File: config.mk
export PLATFORM = sky130hd
export DESIGN_NAME = fetch_ctrl_flat
export DESIGN_NICKNAME = d
export VERILOG_FILES = /design/src/rtl/fetch_ctrl_if.sv /design/src/rtl/fetch_ctrl.sv /design/src/flat_wrapper.sv
export SDC_FILE = /design/constraint.sdc
export NUM_CORES = 1
export LEC_CHECK = 0
export CORE_ASPECT_RATIO = 1.2
export CORE_MARGIN = 2
export CORE_UTILIZATION = 40
export CTS_BUF_LIST = sky130_fd_sc_hd__clkbuf_16
export DETAILED_ROUTE_END_ITERATION = 12
export HOLD_SLACK_MARGIN = 0.1
export PLACE_DENSITY = 0.8
export REMOVE_ABC_BUFFERS = 1
export SETUP_SLACK_MARGIN = 0.4
export SKIP_LAST_GASP = 1
export SYNTH_ARGS = -nofsm -noshare
export SYNTH_HDL_FRONTEND = slang
export SYNTH_SLANG_ARGS = --single-unit
File: constraint.sdc
create_clock -name clk -period 2.1 [get_ports clk]
set_input_delay 0.315 -clock clk [delete_from_list [all_inputs] [get_ports clk]]
set_output_delay 0.315 -clock clk [all_outputs]
set_load 0.05 [all_outputs]
File: src/rtl/fetch_ctrl_if.sv
// rtl/fetch_ctrl_if.sv - instruction-memory fetch request handshake
interface fetch_ctrl_if #(
  parameter int PC_WIDTH = 32
);
  logic                imem_req_valid_out;
  logic                imem_req_ready_in;
  logic [PC_WIDTH-1:0] imem_req_addr_out;

  modport master (
    output imem_req_valid_out,
    output imem_req_addr_out,
    input  imem_req_ready_in
  );

  modport slave (
    input  imem_req_valid_out,
    input  imem_req_addr_out,
    output imem_req_ready_in
  );
endinterface

File: src/rtl/fetch_ctrl.sv
// rtl/fetch_ctrl.sv - fetch sequencer: PC load control, IMEM request, redirect handling
module fetch_ctrl #(
  parameter int PC_WIDTH  = 32,
  parameter int CNT_WIDTH = 16
) (
  input  logic                 clk,
  input  logic                 rst,
  input  logic [PC_WIDTH-1:0]  pc_in,
  input  logic                 stall_in,
  input  logic                 br_taken_in,
  input  logic [PC_WIDTH-1:0]  br_target_in,
  input  logic                 jump_in,
  input  logic [PC_WIDTH-1:0]  jump_target_in,
  fetch_ctrl_if.master         imem,
  output logic                 pc_en_out,
  output logic                 pc_sel_out,
  output logic [PC_WIDTH-1:0]  pc_new_out,
  output logic                 flush_out,
  output logic                 inst_valid_out,
  output logic [CNT_WIDTH-1:0] redir_cnt_out
);

  typedef enum logic [1:0] {BOOT, RUN, REDIR_WAIT} state_t;

  state_t                state_q, state_d;
  logic                  hold_q, hold_d;
  logic [PC_WIDTH-1:0]   redir_q, redir_d;
  logic                  fire_q, fire_d;
  logic                  kill_q, kill_d;
  logic [CNT_WIDTH-1:0]  cnt_q, cnt_d;

  logic                  valid, fire, killed, redir;
  logic                  pc_en, pc_sel, flush;
  logic [PC_WIDTH-1:0]   pc_new, target;

  assign redir  = br_taken_in | jump_in;
  assign target = br_taken_in ? br_target_in : jump_target_in;

  always_comb begin
    state_d = state_q;
    redir_d = redir_q;
    cnt_d   = cnt_q;
    valid   = 1'b0;
    pc_en   = 1'b0;
    pc_sel  = 1'b0;
    pc_new  = '0;
    flush   = 1'b0;
    killed  = 1'b0;
    case (state_q)
      BOOT: state_d = RUN;
      RUN: begin
        // A request left hanging without ready must be kept alive through stalls.
        valid = ~stall_in | hold_q;
        if (redir) begin
          flush = 1'b1;
          cnt_d = cnt_q + CNT_WIDTH'(1);
          if (!valid || imem.imem_req_ready_in) begin
            pc_en  = 1'b1;
            pc_sel = 1'b1;
            pc_new = target;
            killed = 1'b1;
          end else begin
            redir_d = target;
            state_d = REDIR_WAIT;
          end
        end else if (imem.imem_req_ready_in && valid) begin
          pc_en = 1'b1;
        end
      end
      REDIR_WAIT: begin
        valid = 1'b1;
        // Only an older (EX-stage) branch can supersede the pending target.
        if (br_taken_in) begin
          redir_d = br_target_in;
          flush   = 1'b1;
          cnt_d   = cnt_q + CNT_WIDTH'(1);
        end
        if (imem.imem_req_ready_in) begin
          pc_en   = 1'b1;
          pc_sel  = 1'b1;
          pc_new  = br_taken_in ? br_target_in : redir_q;
          killed  = 1'b1;
          state_d = RUN;
        end
      end
      default: state_d = BOOT;
    endcase
    if (rst) begin
      valid  = 1'b0;
      pc_en  = 1'b0;
      pc_sel = 1'b0;
      pc_new = '0;
      flush  = 1'b0;
    end
  end

  assign fire   = valid & imem.imem_req_ready_in;
  assign hold_d = valid & ~imem.imem_req_ready_in;
  assign fire_d = fire;
  assign kill_d = fire & killed;

  always_ff @(posedge clk) begin
    if (rst) begin
      state_q <= BOOT;
      hold_q  <= 1'b0;
      redir_q <= '0;
      fire_q  <= 1'b0;
      kill_q  <= 1'b0;
      cnt_q   <= '0;
    end else begin
      state_q <= state_d;
      hold_q  <= hold_d;
      redir_q <= redir_d;
      fire_q  <= fire_d;
      kill_q  <= kill_d;
      cnt_q   <= cnt_d;
    end
  end

  assign imem.imem_req_valid_out = valid;
  assign imem.imem_req_addr_out  = pc_in;
  assign pc_en_out      = pc_en;
  assign pc_sel_out     = pc_sel;
  assign pc_new_out     = pc_new;
  assign flush_out      = flush;
  assign inst_valid_out = fire_q & ~kill_q & ~rst;
  assign redir_cnt_out  = rst ? '0 : cnt_q;

endmodule

File: src/flat_wrapper.sv
// flat-port wrapper written by rule: the top's interface ports become plain ports
module fetch_ctrl_flat 
#(
  parameter int PC_WIDTH  = 32,
  parameter int CNT_WIDTH = 16
)
  (clk, rst, pc_in, stall_in, br_taken_in, br_target_in, jump_in, jump_target_in, pc_en_out, pc_sel_out, pc_new_out, flush_out, inst_valid_out, redir_cnt_out, imem_imem_req_valid_out, imem_imem_req_addr_out, imem_imem_req_ready_in);
  fetch_ctrl_if #(.PC_WIDTH(PC_WIDTH)) imem_i ();
  input  logic clk;
  input  logic rst;
  input  logic [PC_WIDTH-1:0] pc_in;
  input  logic stall_in;
  input  logic br_taken_in;
  input  logic [PC_WIDTH-1:0] br_target_in;
  input  logic jump_in;
  input  logic [PC_WIDTH-1:0] jump_target_in;
  output logic pc_en_out;
  output logic pc_sel_out;
  output logic [PC_WIDTH-1:0] pc_new_out;
  output logic flush_out;
  output logic inst_valid_out;
  output logic [CNT_WIDTH-1:0] redir_cnt_out;
  output wire logic [$bits(imem_i.imem_req_valid_out)-1:0] imem_imem_req_valid_out;
  output wire logic [$bits(imem_i.imem_req_addr_out)-1:0] imem_imem_req_addr_out;
  input wire logic [$bits(imem_i.imem_req_ready_in)-1:0] imem_imem_req_ready_in;
  assign imem_imem_req_valid_out = imem_i.imem_req_valid_out;
  assign imem_imem_req_addr_out = imem_i.imem_req_addr_out;
  assign imem_i.imem_req_ready_in = imem_imem_req_ready_in;
  fetch_ctrl #(.PC_WIDTH(PC_WIDTH), .CNT_WIDTH(CNT_WIDTH)) u_core (.clk(clk), .rst(rst), .pc_in(pc_in), .stall_in(stall_in), .br_taken_in(br_taken_in), .br_target_in(br_target_in), .jump_in(jump_in), .jump_target_in(jump_target_in), .imem(imem_i), .pc_en_out(pc_en_out), .pc_sel_out(pc_sel_out), .pc_new_out(pc_new_out), .flush_out(flush_out), .inst_valid_out(inst_valid_out), .redir_cnt_out(redir_cnt_out));
endmodule
==> results by stage <==
Final layout:
- Summing all flip-flop and latch instances after layout gives 1060 µm².
- Summing all multi-input logic gate instances after layout gives 2950 µm².
- Relative to the synthesized area, the layout overhead comes to 71.0%.
- In the final layout, the share of cells above drive strength 1 is 34.6%.
- The number of diodes added for antenna fixing is 0.
- The final standard cell utilization of the core is 69.4%.
- The net total in the final layout is 729.
- After filler insertion, the fill cell instance count of the layout stands at 691.
- In the layout the commonest cells are 64 x sky130_fd_sc_hd__clkdlybuf4s50_1, 58 x sky130_fd_sc_hd__buf_12, 51 x sky130_fd_sc_hd__dfxtp_1.
- The most common cell after layout, fill and taps aside is sky130_fd_sc_hd__clkdlybuf4s50_1.

Timing:
- In the finished design, the share of the clock period the worst path needs comes to 116%.
- The number of max-slew violations in the final report was 0.
- Across the routed clock network, the largest skew measured is 0.00682 ns.
- The total count of hold-check failures in the final report came to 0.
- Setup violations remaining at the end of the flow were counted as 34.
- Measured against its own limit, the worst slew margin works out to 67.6%.
- Setup repair after global routing could not meet its margin everywhere.
- For this run, the top clock speed supported by timing is 411 MHz.
- The final critical-path required period is 2.43 ns.
- After routing, the total negative slack on setup checks comes to -7.98 ns.
- In the post-route analysis, the smallest setup slack over all paths is -0.331 ns.
- The pin slew with the least headroom to its limit is 0.486 ns.

Yosys:
- The largest total area in the synthesized netlist belongs to sky130_fd_sc_hd__dfxtp_1.
- After synthesis the netlist holds a flip-flop and latch count of 53.
- The gate count after technology mapping is 520.
- For this run, the number of Yosys warnings is 0.
- The area share of the leading cell type in the synthesized netlist is 26.4%.
- The number of unique standard cell types used by synthesis is 40.
- The share of the Yosys chip area taken by registers is 26.4%.
- In the post-synthesis netlist, the biggest area contributors are sky130_fd_sc_hd__dfxtp_1 26%, sky130_fd_sc_hd__o21ai_0 8.5%, sky130_fd_sc_hd__mux2i_1 8.2%.
- A synthesized cell averages 7.73 µm².
- After synthesis the cells add up to 4020 µm².

Worst setup path:
- The endpoint type of the worst setup path is a primary output.
- Together, buffers and inverters on the worst path number 6.
- Among cell families on the critical path, the largest total delay comes from buffers and inverters.
- The cell type of the slowest stage on the worst timing path is sky130_fd_sc_hd__dfxtp_2.
- Of all nets on the critical path, the largest fanout is 6.
- The kind of start point of the critical path is a flip-flop.
- The arrival time of data at the critical path endpoint is 2.12 ns.
- The critical path is of the reg -> out type.
- At the worst endpoint, the required time is 1.78 ns.
- Traced cell by cell, the critical path runs through inv_2, ha_4, o21ai_4, a21oi_4, buf_6, buf_6, buf_16, buf_12, a221oi_1, a211oi_2, buf_12.
- The worst setup slack for register-to-register paths is 0.06 ns.
- The delay of the slowest critical-path stage is 0.33 ns.

Floorplan:
- During I/O placement, the number of pins put on the boundary was 187.
- The standard cell core area is 9910 µm².
- The total number of placement rows is 40.
- The starting density of the core is 40.6%.
- The floorplan die area is 10900 µm².
- Measured along the y axis, the die boundary spans 114 µm.
- The die is 95.5 µm wide.

Clock network:
- The number of sinks on the clock net is 53.
- Clock-pin slew was measured on the worst setup and hold paths at 0.06 ns.
- The hold buffer count at CTS is 0.
- The number of H-tree levels is 2.
- The tree is rooted in a sky130_fd_sc_hd__clkbuf_16.
- Buffers inserted during clock tree synthesis total 5.
- Counting along the longest clock path gives a buffer depth of 2.
- TritonCTS built the clock tree.
- The clock reaches the later pin of the worst-skew pair after 0.29 ns.

Power and ir drop:
- The leakage power is 2.35 nW.
- The power per cell area is 1010 nW/µm².
- The maximum ir drop on the vdd rail is 0.581 mV.
- The switching power as a share of total power is 44.4%.
- The sequential share of power is 22.2%.
- The internal cell power is 0.00385 W.
- Per report_power, the clock group accounts for 11.3% of the total.
- The net switching power figure is 0.00308 W.
- The share of total power dissipated in combinational logic is 66.5%.

Global route:
- The aggregate global-route resource usage is 28.3%.
- Entering global routing, the biggest net connects 61 pins.
- The via count of the first global-routing pass was 4691.
- The global route total overflow is 0.
- The wire length of the first global-routing pass is 24.3 mm.
- The number of antenna violations at the first check in global routing is 0.

Detailed routing:
- The iteration-0 DRC count of the detailed router is 385.
- The count of nets left with antenna violations after detail routing is 0.
- The average routed wire per standard cell is 21.8 µm.
- The routed layout has 4801 vias.
- The number of optimization iterations in the first detailed-route pass is 5.
- The routed design has 16.3 mm of wire.
- After detailed routing, the number of remaining DRC violations is 0.
- After detailed routing, the number of vias per cell comes to 6.40.

Place:
- The worst slack at placement is -0.338 ns.
- The final weighted congestion in routability-driven placement is 0.792.
- Detailed placement finished with a half-perimeter wire length of 9.69 mm.
- Buffers placed on the I/O ports in this run total 122.

Flow run:
- The max-cap violation count is 0.

Status:
- The run finished, with violations left.
- The checks that failed: setup timing.

Worst hold path:
- The worst min-delay path category is reg -> reg.
## synthesized netlist by cell type
cell                        count
sky130_fd_sc_hd__nand4_1        2
sky130_fd_sc_hd__inv_1          6
sky130_fd_sc_hd__nor3_1         8
sky130_fd_sc_hd__xor2_1         4
sky130_fd_sc_hd__clkbuf_1      37
sky130_fd_sc_hd__o221ai_1       1
sky130_fd_sc_hd__ha_1           4
sky130_fd_sc_hd__and3_1         2
sky130_fd_sc_hd__xnor2_1        3
sky130_fd_sc_hd__mux2i_1       33
sky130_fd_sc_hd__o21ai_0       68
sky130_fd_sc_hd__buf_4         34
sky130_fd_sc_hd__o21ai_1        1
sky130_fd_sc_hd__nand2_1       40
sky130_fd_sc_hd__nand2b_1       2
sky130_fd_sc_hd__a31oi_1        1
sky130_fd_sc_hd__buf_6          1
sky130_fd_sc_hd__o31ai_2        1
sky130_fd_sc_hd__nor2b_1       19
sky130_fd_sc_hd__dfxtp_1       53
sky130_fd_sc_hd__or3_1          3
sky130_fd_sc_hd__o211ai_1       3
sky130_fd_sc_hd__o31a_1         1
sky130_fd_sc_hd__nor3b_1        1
sky130_fd_sc_hd__a221oi_1      31
sky130_fd_sc_hd__mux2_2         5
sky130_fd_sc_hd__a2111o_1       1
sky130_fd_sc_hd__a2111oi_0      1
sky130_fd_sc_hd__and2_1         1
sky130_fd_sc_hd__nand2b_4       1
sky130_fd_sc_hd__nor2_1        18
sky130_fd_sc_hd__a21oi_1       43
sky130_fd_sc_hd__o22ai_1        1
sky130_fd_sc_hd__buf_1          6
sky130_fd_sc_hd__nand3_1        4
sky130_fd_sc_hd__o2111ai_1     32
sky130_fd_sc_hd__and4_1         2
sky130_fd_sc_hd__buf_2         13
sky130_fd_sc_hd__o211a_1        1
sky130_fd_sc_hd__a211oi_1      32
## worst paths after layout
kind	startpoint	endpoint	cells after the start
worst max register to register	u_core.state_q[0]	u_core.cnt_q[13]	7
worst min-delay path	u_core.redir_q[25]	u_core.redir_q[25]	2
worst max-delay path	u_core.state_q[1]	pc_new_out[21]	11
worst min register to register	u_core.redir_q[25]	u_core.redir_q[25]	2
## final cells by class
| cell class | count | share of cell area [%] |
|---|---|---|
| multi-input cells | 370 | 42.9 |
| repair buffers | 187 | 37.0 |
| flip-flops and latches | 53 | 15.5 |
| well taps | 126 | 2.29 |
| clock buffers | 5 | 1.82 |
| inverters | 6 | 0.328 |
| clock inverters | 3 | 0.182 |
## routing by layer
metal / track usage, % / part of all wire (%)
met1: 34.6 / 39
met2: 43.1 / 47
met3: 12.4 / 11
met4: 11.2 / 2.8
met5: 4.90 / 0.34
## cell families after synthesis
logic type               count (synthesis)  share of synthesized area [%]
buffers and inverters                   97                           12.8
multiplexers                            38                           9.62
AO/OA/AOI/OAI                          218                           36.0
adder cells (fa/ha/maj)                  4                           1.24
AND/OR/NAND/NOR                        103                           12.4
XOR/XNOR                                 7                           1.53
flip-flops                              53                           26.4
## per-stage QoR
step	instances	cell area, µm²	hold WS, ns	total power (W)
3_3_place_gp	720	5810	0.466	0.00470
6_report	750	6870	0.497	0.00693
2_1_floorplan	429	3530	0.384	0.00329
3_5_place_dp	720	5810	0.482	0.00481
5_1_grt	750	6870	0.521	0.00727
4_1_cts	743	6560	0.493	0.00634
## flip-flops by register name (all words and copies together), names as in the netlist
signal          count
u_core.state_q      2
u_core.kill_q       1
u_core.hold_q       1
u_core.redir_q     32
u_core.cnt_q       16
u_core.fire_q       1
## power by group through the flow
stage	clock (W)	combinational, W	sequential, W
after floorplan	0	0.00185	0.00144
final	0.000781	0.00461	0.00154
after detailed placement	0	0.00331	0.00150
after CTS	0.000798	0.00404	0.00151
after global routing	0.000842	0.00487	0.00157
after global placement	0	0.00322	0.00148
## what timing repair did
action | 4_1_cts | 5_1_grt
buffers inserted | 9 | 6
resized for setup | 99 | 54
gates cloned | 6 | 1
pin swaps | 35 | 26
endpoints found under the setup margin | 76 | 77
## worst min-delay path: cells and delay by family, from the launching register on
kind            cells  cell delay, ns
compound gates      2            0.13
flops               1            0.32
Power figures use the tool's default switching activity.
